`src/rtl/secure_register_initiator.sv`:
```
// secure_register_initiator: screens thread-tagged requests and sequences permitted ones onto a thread-0-only register
module secure_register_initiator #(
   parameter int DATA_WIDTH = 32,
   parameter int TID_WIDTH  = 4,
   parameter int VIOL_LIMIT = 3
) (
   input  logic                  clk,
   input  logic                  rst_n,
   input  logic                  req_valid,
   output logic                  req_ready,
   input  logic                  req_write,
   input  logic [TID_WIDTH-1:0]  req_tid,
   input  logic [DATA_WIDTH-1:0] req_wdata,
   output logic                  rsp_valid,
   input  logic                  rsp_ready,
   output logic [DATA_WIDTH-1:0] rsp_rdata,
   output logic                  rsp_err,
   output logic                  reg_access_en,
   output logic                  reg_wr_en,
   output logic                  reg_thread_id,
   output logic [DATA_WIDTH-1:0] reg_data_in,
   input  logic [DATA_WIDTH-1:0] reg_data_out,
   output logic                  locked,
   output logic [7:0]            viol_count
);
   typedef enum logic [1:0] {IDLE, ISSUE, WAIT, RESP} state_t;
   localparam logic [7:0] LIMIT = 8'(VIOL_LIMIT);
   state_t     state, state_nxt;
   logic       wr_q;
   logic       accept;
   logic       permit;
   logic       deny_tid;
   logic [7:0] viol_nxt;
   assign accept   = (state == IDLE) && req_valid;
   assign permit   = (req_tid == '0) && !locked;
   assign deny_tid = accept && (req_tid != '0);
   assign viol_nxt = (deny_tid && viol_count != 8'hFF) ? viol_count + 8'd1 : viol_count;
   // state register
   always_ff @(posedge clk or negedge rst_n) begin
      if (!rst_n) state <= IDLE;
      else        state <= state_nxt;
   end
   // next-state: permitted requests take the ISSUE/WAIT path, denials jump straight to RESP
   always_comb begin
      state_nxt = state;
      unique case (state)
         IDLE:  state_nxt = req_valid ? (permit ? ISSUE : RESP) : IDLE;
         ISSUE: state_nxt = WAIT;
         WAIT:  state_nxt = RESP;
         RESP:  state_nxt = rsp_ready ? IDLE : RESP;
      endcase
   end
   // handshake and register-pin controls decoded straight from the state register
   always_comb begin
      req_ready     = state == IDLE;
      rsp_valid     = state == RESP;
      reg_access_en = state == ISSUE;
      reg_wr_en     = (state == ISSUE) && wr_q;
      reg_thread_id = state != ISSUE;
   end
   // request latch; write data only reaches the register pins for permitted requests
   always_ff @(posedge clk or negedge rst_n) begin
      if (!rst_n) begin
         wr_q        <= 1'b0;
         reg_data_in <= '0;
      end else if (accept) begin
         wr_q <= req_write;
         if (permit) reg_data_in <= req_wdata;
      end
   end
   // response payload: loaded from the register for reads, error on denial, cleared once consumed
   always_ff @(posedge clk or negedge rst_n) begin
      if (!rst_n) begin
         rsp_rdata <= '0;
         rsp_err   <= 1'b0;
      end else if (state == WAIT) begin
         rsp_rdata <= wr_q ? '0 : reg_data_out;
         rsp_err   <= 1'b0;
      end else if (accept && !permit) begin
         rsp_rdata <= '0;
         rsp_err   <= 1'b1;
      end else if (state == RESP && rsp_ready) begin
         rsp_rdata <= '0;
         rsp_err   <= 1'b0;
      end
   end
   // saturating violation counter with sticky lockout once the limit is reached
   always_ff @(posedge clk or negedge rst_n) begin
      if (!rst_n) begin
         viol_count <= 8'd0;
         locked     <= 1'b0;
      end else begin
         viol_count <= viol_nxt;
         locked     <= locked | (viol_nxt >= LIMIT);
      end
   end
endmodule
```
`config.mk`:
```
export PLATFORM = sky130hd
export DESIGN_NAME = secure_register_initiator
export DESIGN_NICKNAME = d
export VERILOG_FILES = /design/src/rtl/secure_register_initiator.sv
export SDC_FILE = /design/constraint.sdc
export NUM_CORES = 1
export LEC_CHECK = 0
export CAP_MARGIN = 25
export CORE_UTILIZATION = 30
export DETAILED_ROUTE_END_ITERATION = 6
export PLACE_DENSITY = 0.64
export SYNTH_ARGS = -nofsm -noshare
export SYNTH_HDL_FRONTEND = slang
export SYNTH_SLANG_ARGS = --single-unit
```
`constraint.sdc`:
```
create_clock -name clk -period 2.26 [get_ports clk]
set_input_delay 0.452 -clock clk [delete_from_list [all_inputs] [get_ports clk]]
set_output_delay 0.452 -clock clk [all_outputs]
set_load 0.02 [all_outputs]
```
# After elaboration in Yosys (flattened, before gate mapping)
# Cells that the tools add are included.
# word_totals
ff_bits	77
elab_cells	41
output_inout_bits	79
# classes
order_cmp	1
n_eq_ne	5
n_mux	12
n_bitwise	1
reduce_logical	14
n_addsub	1
# op_table
cell	count
$mux W32	4
$add A8 B1 Y8 const B	1
$ge A8 B2 Y1 const B	1
$mux W8	1
$ne A8 B8 Y1 const B	1
$pmux W2 S4	1
$logic_and A1 B1 Y1	7
$mux W2	3
$eq A2 B2 Y1 const B	2
$logic_not A4 Y1	1
$reduce_bool A4 Y1	1
$mux W1	3
$reduce_bool A3 Y1	1
$eq A2 B1 Y1 const B	1
$logic_not A1 Y1	2
$logic_not A2 Y1	1
$ne A2 B1 Y1 const B	1
$reduce_and A2 Y1	1
$or A1 B1 Y1	1

# Longest topological paths before layout
# Gate-level depths: netlist of run 1.
# logic_depth
word_depth	7
ltp_mapped	6
ltp_nobuf	6

# Worst setup path after synthesis of run 1
# No wires, ideal clock.
# synth_path
kind	in2reg
start	input port req_tid[3]
end	register reg_data_in[10]
path_slack_ns	0.355
arrival_ns	1.780
setup_ns	0.125
required_ns	2.135
path_buffers	1
stages	6
cell_sequence	or4_4 > nor2_4 > inv_2 > nor2_8 > buf_12 > mux2_4
# synth_via
elab_chain_cells	3
# synth_rtl
element	line_no	text
start: declaration	12	input logic [TID_WIDTH-1:0] req_tid,
$logic_not A4 Y1	35	assign permit = (req_tid == '0) && !locked;
$logic_and A1 B1 Y1	35	
$reduce_and A2 Y1 (no line)	--	
end signal: assignment	68	if (permit) reg_data_in <= req_wdata;
end: declaration	21	output logic [DATA_WIDTH-1:0] reg_data_in,
# Every way passes these cells.
# A chain may end at the register's enable or synchronous reset.

# Worst setup path in the final report of run 1
# layout_path
start	register state[1]
end	output port reg_access_en
# layout_via
elab_chain_cells	1
# layout_rtl
element	line_no	text
start: declaration	28	state_t state, state_nxt;
start signal: assignment	41	else state <= state_nxt;
$eq A2 B1 Y1	57	reg_access_en = state == ISSUE;
end: declaration	18	output logic reg_access_en,
# Every way passes these cells.

==> results.sh, run 1 <==
export IMPL_clk_latency_ps=340
export IMPL_cp_max_fo=8
export IMPL_initial_core_util_pct=31.1
export IMPL_cp_arrival_ps=1670
export IMPL_vias_per_cell=4.54
export IMPL_synth_edf_count=0
export IMPL_synth_common_cells="dfrtp_1, a22o_1, mux2_4, nand2_1, nor3_1"
export IMPL_finalHoldViolCount=0
export IMPL_netlist_cell_type_count=40
export IMPL_dieArea_sq_mm=0.0112
export IMPL_track_usage_pct=15.1
export IMPL_antenna_found_initial=0
export IMPL_p_int_mw=3.43
export IMPL_ys_seq_area_share_pct=59.7
export IMPL_synth_ff_type="dfrtp_1"
export IMPL_p_comb_share_pct=41.9
export IMPL_grt_pass1_vias=2565
export IMPL_max_cap_violations=0
export IMPL_fin_crit_sh_pct=93.7
export IMPL_r2r_start="viol_count[0]"
export IMPL_rsz0062_at_grt="false"
export IMPL_drc=0
export IMPL_synth_area_top_cells="dfrtp_1, mux2_4, a22o_1"
export IMPL_fin_util_pct=49.9
export IMPL_worstPathCellList="nand2b_1, inv_1, clkdlybuf4s50_1"
export IMPL_finalSetupViolCount=0
export IMPL_power_switching_mw=1.83
export IMPL_tightest_slew_ps=535
export IMPL_root_buffer="clkbuf_8"
export IMPL_critPathRequiredTime_ps=1810
export IMPL_die_h_microns=106
export IMPL_drt_iter0_drc=112
export IMPL_syn_avg_cell_area_sq_um=14.9
export IMPL_ios=152
export IMPL_synth_top_area_cell="dfrtp_1"
export IMPL_skew_ps=9.72
export IMPL_routed_wirelength_mm=7.98
export IMPL_antenna_cells=0
export IMPL_clockPowerShare_pct=19.8
export IMPL_std_cell_rows=37
export IMPL_critPathKind="reg -> out"
export IMPL_cts_buffers=9
export IMPL_coreArea_sq_mm=0.0104
export IMPL_ys_ff_latch=77
export IMPL_worstSetupEndpointType="primary output"
export IMPL_slew_headroom_pct=64.1
export IMPL_nNetsFinal=458
export IMPL_synth_top_area_share_pct=59.7
export IMPL_place_congestion=0.788
export IMPL_h_tree_depth=3
export IMPL_cts_setup_buffers=0
export IMPL_grt_ovfl_total=0
export IMPL_syn_inst=217
export IMPL_cpPeakStageDelay_ps=600
export IMPL_drive_above_1_share_pct=19.8
export IMPL_critical_path_startpoint="state[1]"
export IMPL_cts_hold_fix_buffers=0
export IMPL_hp_class="in -> async"
export IMPL_swShare_pct=34.8
export IMPL_syn_num_nets=291
export IMPL_io_buffers=151
export IMPL_worst_path_max_delay_cell="clkdlybuf4s50_1"
export IMPL_fin_ws_ps=142
export IMPL_synth_area_sq_mm=0.00323
export IMPL_via_count=2380
export IMPL_dp_slack_ps=-151
export IMPL_drv_slew=0
export IMPL_first_pass_iters=4
export IMPL_die_w_microns=106
export IMPL_powerDensity_mw_per_mm2=1010
export IMPL_outcome="finished, final reports clean"
export IMPL_grt_max_degree=48
export IMPL_area_growth_pct=60.5
export IMPL_seqPwrFrac_pct=38.3
export IMPL_async_flop_share_pct=100
export IMPL_ir_drop_v=0.000571
export IMPL_cp_start_kind="register"
export IMPL_yosys_cell_count_top_type="dfrtp_1"
export IMPL_ant_nets=0
export IMPL_cts_path_max_buffers=2
export IMPL_fillers=936
export IMPL_cts_tree="done"
export IMPL_grt_pass1_wl_mm=13.1
export IMPL_clkTransAtPathRegs_ps=70
export IMPL_fin_crit_ps=2120
export IMPL_dpl_hpwl_mm=5.64
export IMPL_max_freq_ghz=0.472
export IMPL_yosys_warnings=0
export IMPL_p_leak_nw=2.31
export IMPL_routedWlPerCell_microns=15.2
export IMPL_cts_sinks=77
-- logic make-up after synthesis --
kind of cell	share of synthesized area (%)
compound gates	11.3
xor+xnor	0.815
fa+ha+maj	0.388
buf+inv	3.49
flops	59.7
mux	15.5
simple gates	8.81
-- stage by stage --
stage          instances  hold slack (ps)  power (mW)  TNS, ps  area, sq um
6_report             524             39.1        5.25        0         5180
3_5_place_dp         509              419        4.25    -4230         4970
2_1_floorplan        217              156        3.10        0         3230
5_1_grt              524             56.4        5.56        0         5180
4_1_cts              524             36.9        5.34        0         5170
3_3_place_gp         509              414        4.24    -3120         4970
-- registers in the layout, indices dropped and copies added (netlist names) --
| name | flops |
|---|---|
| reg_data_in | 32 |
| rsp_rdata | 32 |
| viol_count | 8 |
| state | 2 |
| locked | 1 |
| rsp_err | 1 |
| wr_q | 1 |
-- power groups by stage --
stage	Clock [mW]	Combinational, mW	Sequential [mW]
after floorplan	0	0.694	2.40
after global placement	0	2.21	2.03
after detailed placement	0	2.23	2.03
after CTS	1.09	2.24	2.02
after global routing	1.14	2.35	2.08
final	1.04	2.20	2.01
-- cells in the final DEF, fill, tap and decap left out, drive strengths merged, types with 2 or more instances in the layout --
master / Yosys / final
clkdlybuf4s50: 0 / 149
dfrtp: 77 / 77
mux2: 34 / 34
a22o: 32 / 32
buf: 7 / 16
nand2: 12 / 12
clkbuf: 3 / 11
nor2: 6 / 6
nor3: 5 / 5
o21ai: 4 / 4
inv: 4 / 4
nand3: 3 / 3
xor2: 3 / 3
a21oi: 3 / 3
nor4: 3 / 3
and2: 2 / 2
nor3b: 2 / 2
a31oi: 2 / 2
clkinv: 0 / 2
and4: 2 / 2
-- path summary, 6_finish.rpt --
check / endpoint / slack [ps] / depth (start not counted)
setup / recovery: reg_access_en / 140 / 3
hold / removal: reg_data_in[26] / 40 / 1
setup reg to reg: locked / 390 / 6
hold reg to reg: rsp_err / 490 / 2
max in group asynchronous: rsp_rdata[20] / 1630 / 2
min in group clk: rsp_err / 490 / 2
-- critical path, delay by kind of cell (launching register included) --
kind	cells	cell delay, ps
buffers and inverters	2	670
DFF	1	460
and+or+nand+nor	1	200
-- per-layer routing --
layer / vias up / GRT usage (%) / wire length (microns)
met5: - / 0 / 0
met4: 0 / 5.65 / 88
met3: 7 / 3.46 / 543
met2: 103 / 22.8 / 3620
met1: 1140 / 20.9 / 3720
li1: 1130 / - / -
-- area by class of cell --
cell class              instances  area (sq um)  share of cell area (%)
repair buffers                166          1670                    32.3
multi-input cells             126          1190                    23.0
clock inverters                 4          47.5                   0.918
inverters                       4          15.0                   0.290
well taps                     136           170                    3.29
clock buffers                  11           151                    2.92
flip-flops and latches         77          1930                    37.2
-- what timing repair did --
| item | 4_1_cts | 5_1_grt |
|---|---|---|
| setup endpoints to repair | 1 | 1 |
| resized for setup | 1 | 1 |
| pin swaps | 0 | 0 |
(Power assumes the default switching activity.)
==> run 2, diff against run 1 <==
- GPL_TIMING_DRIVEN: not set -> 1
==> results of run 2 <==
Final layout, timing and power as in run 1 (identical DEF).
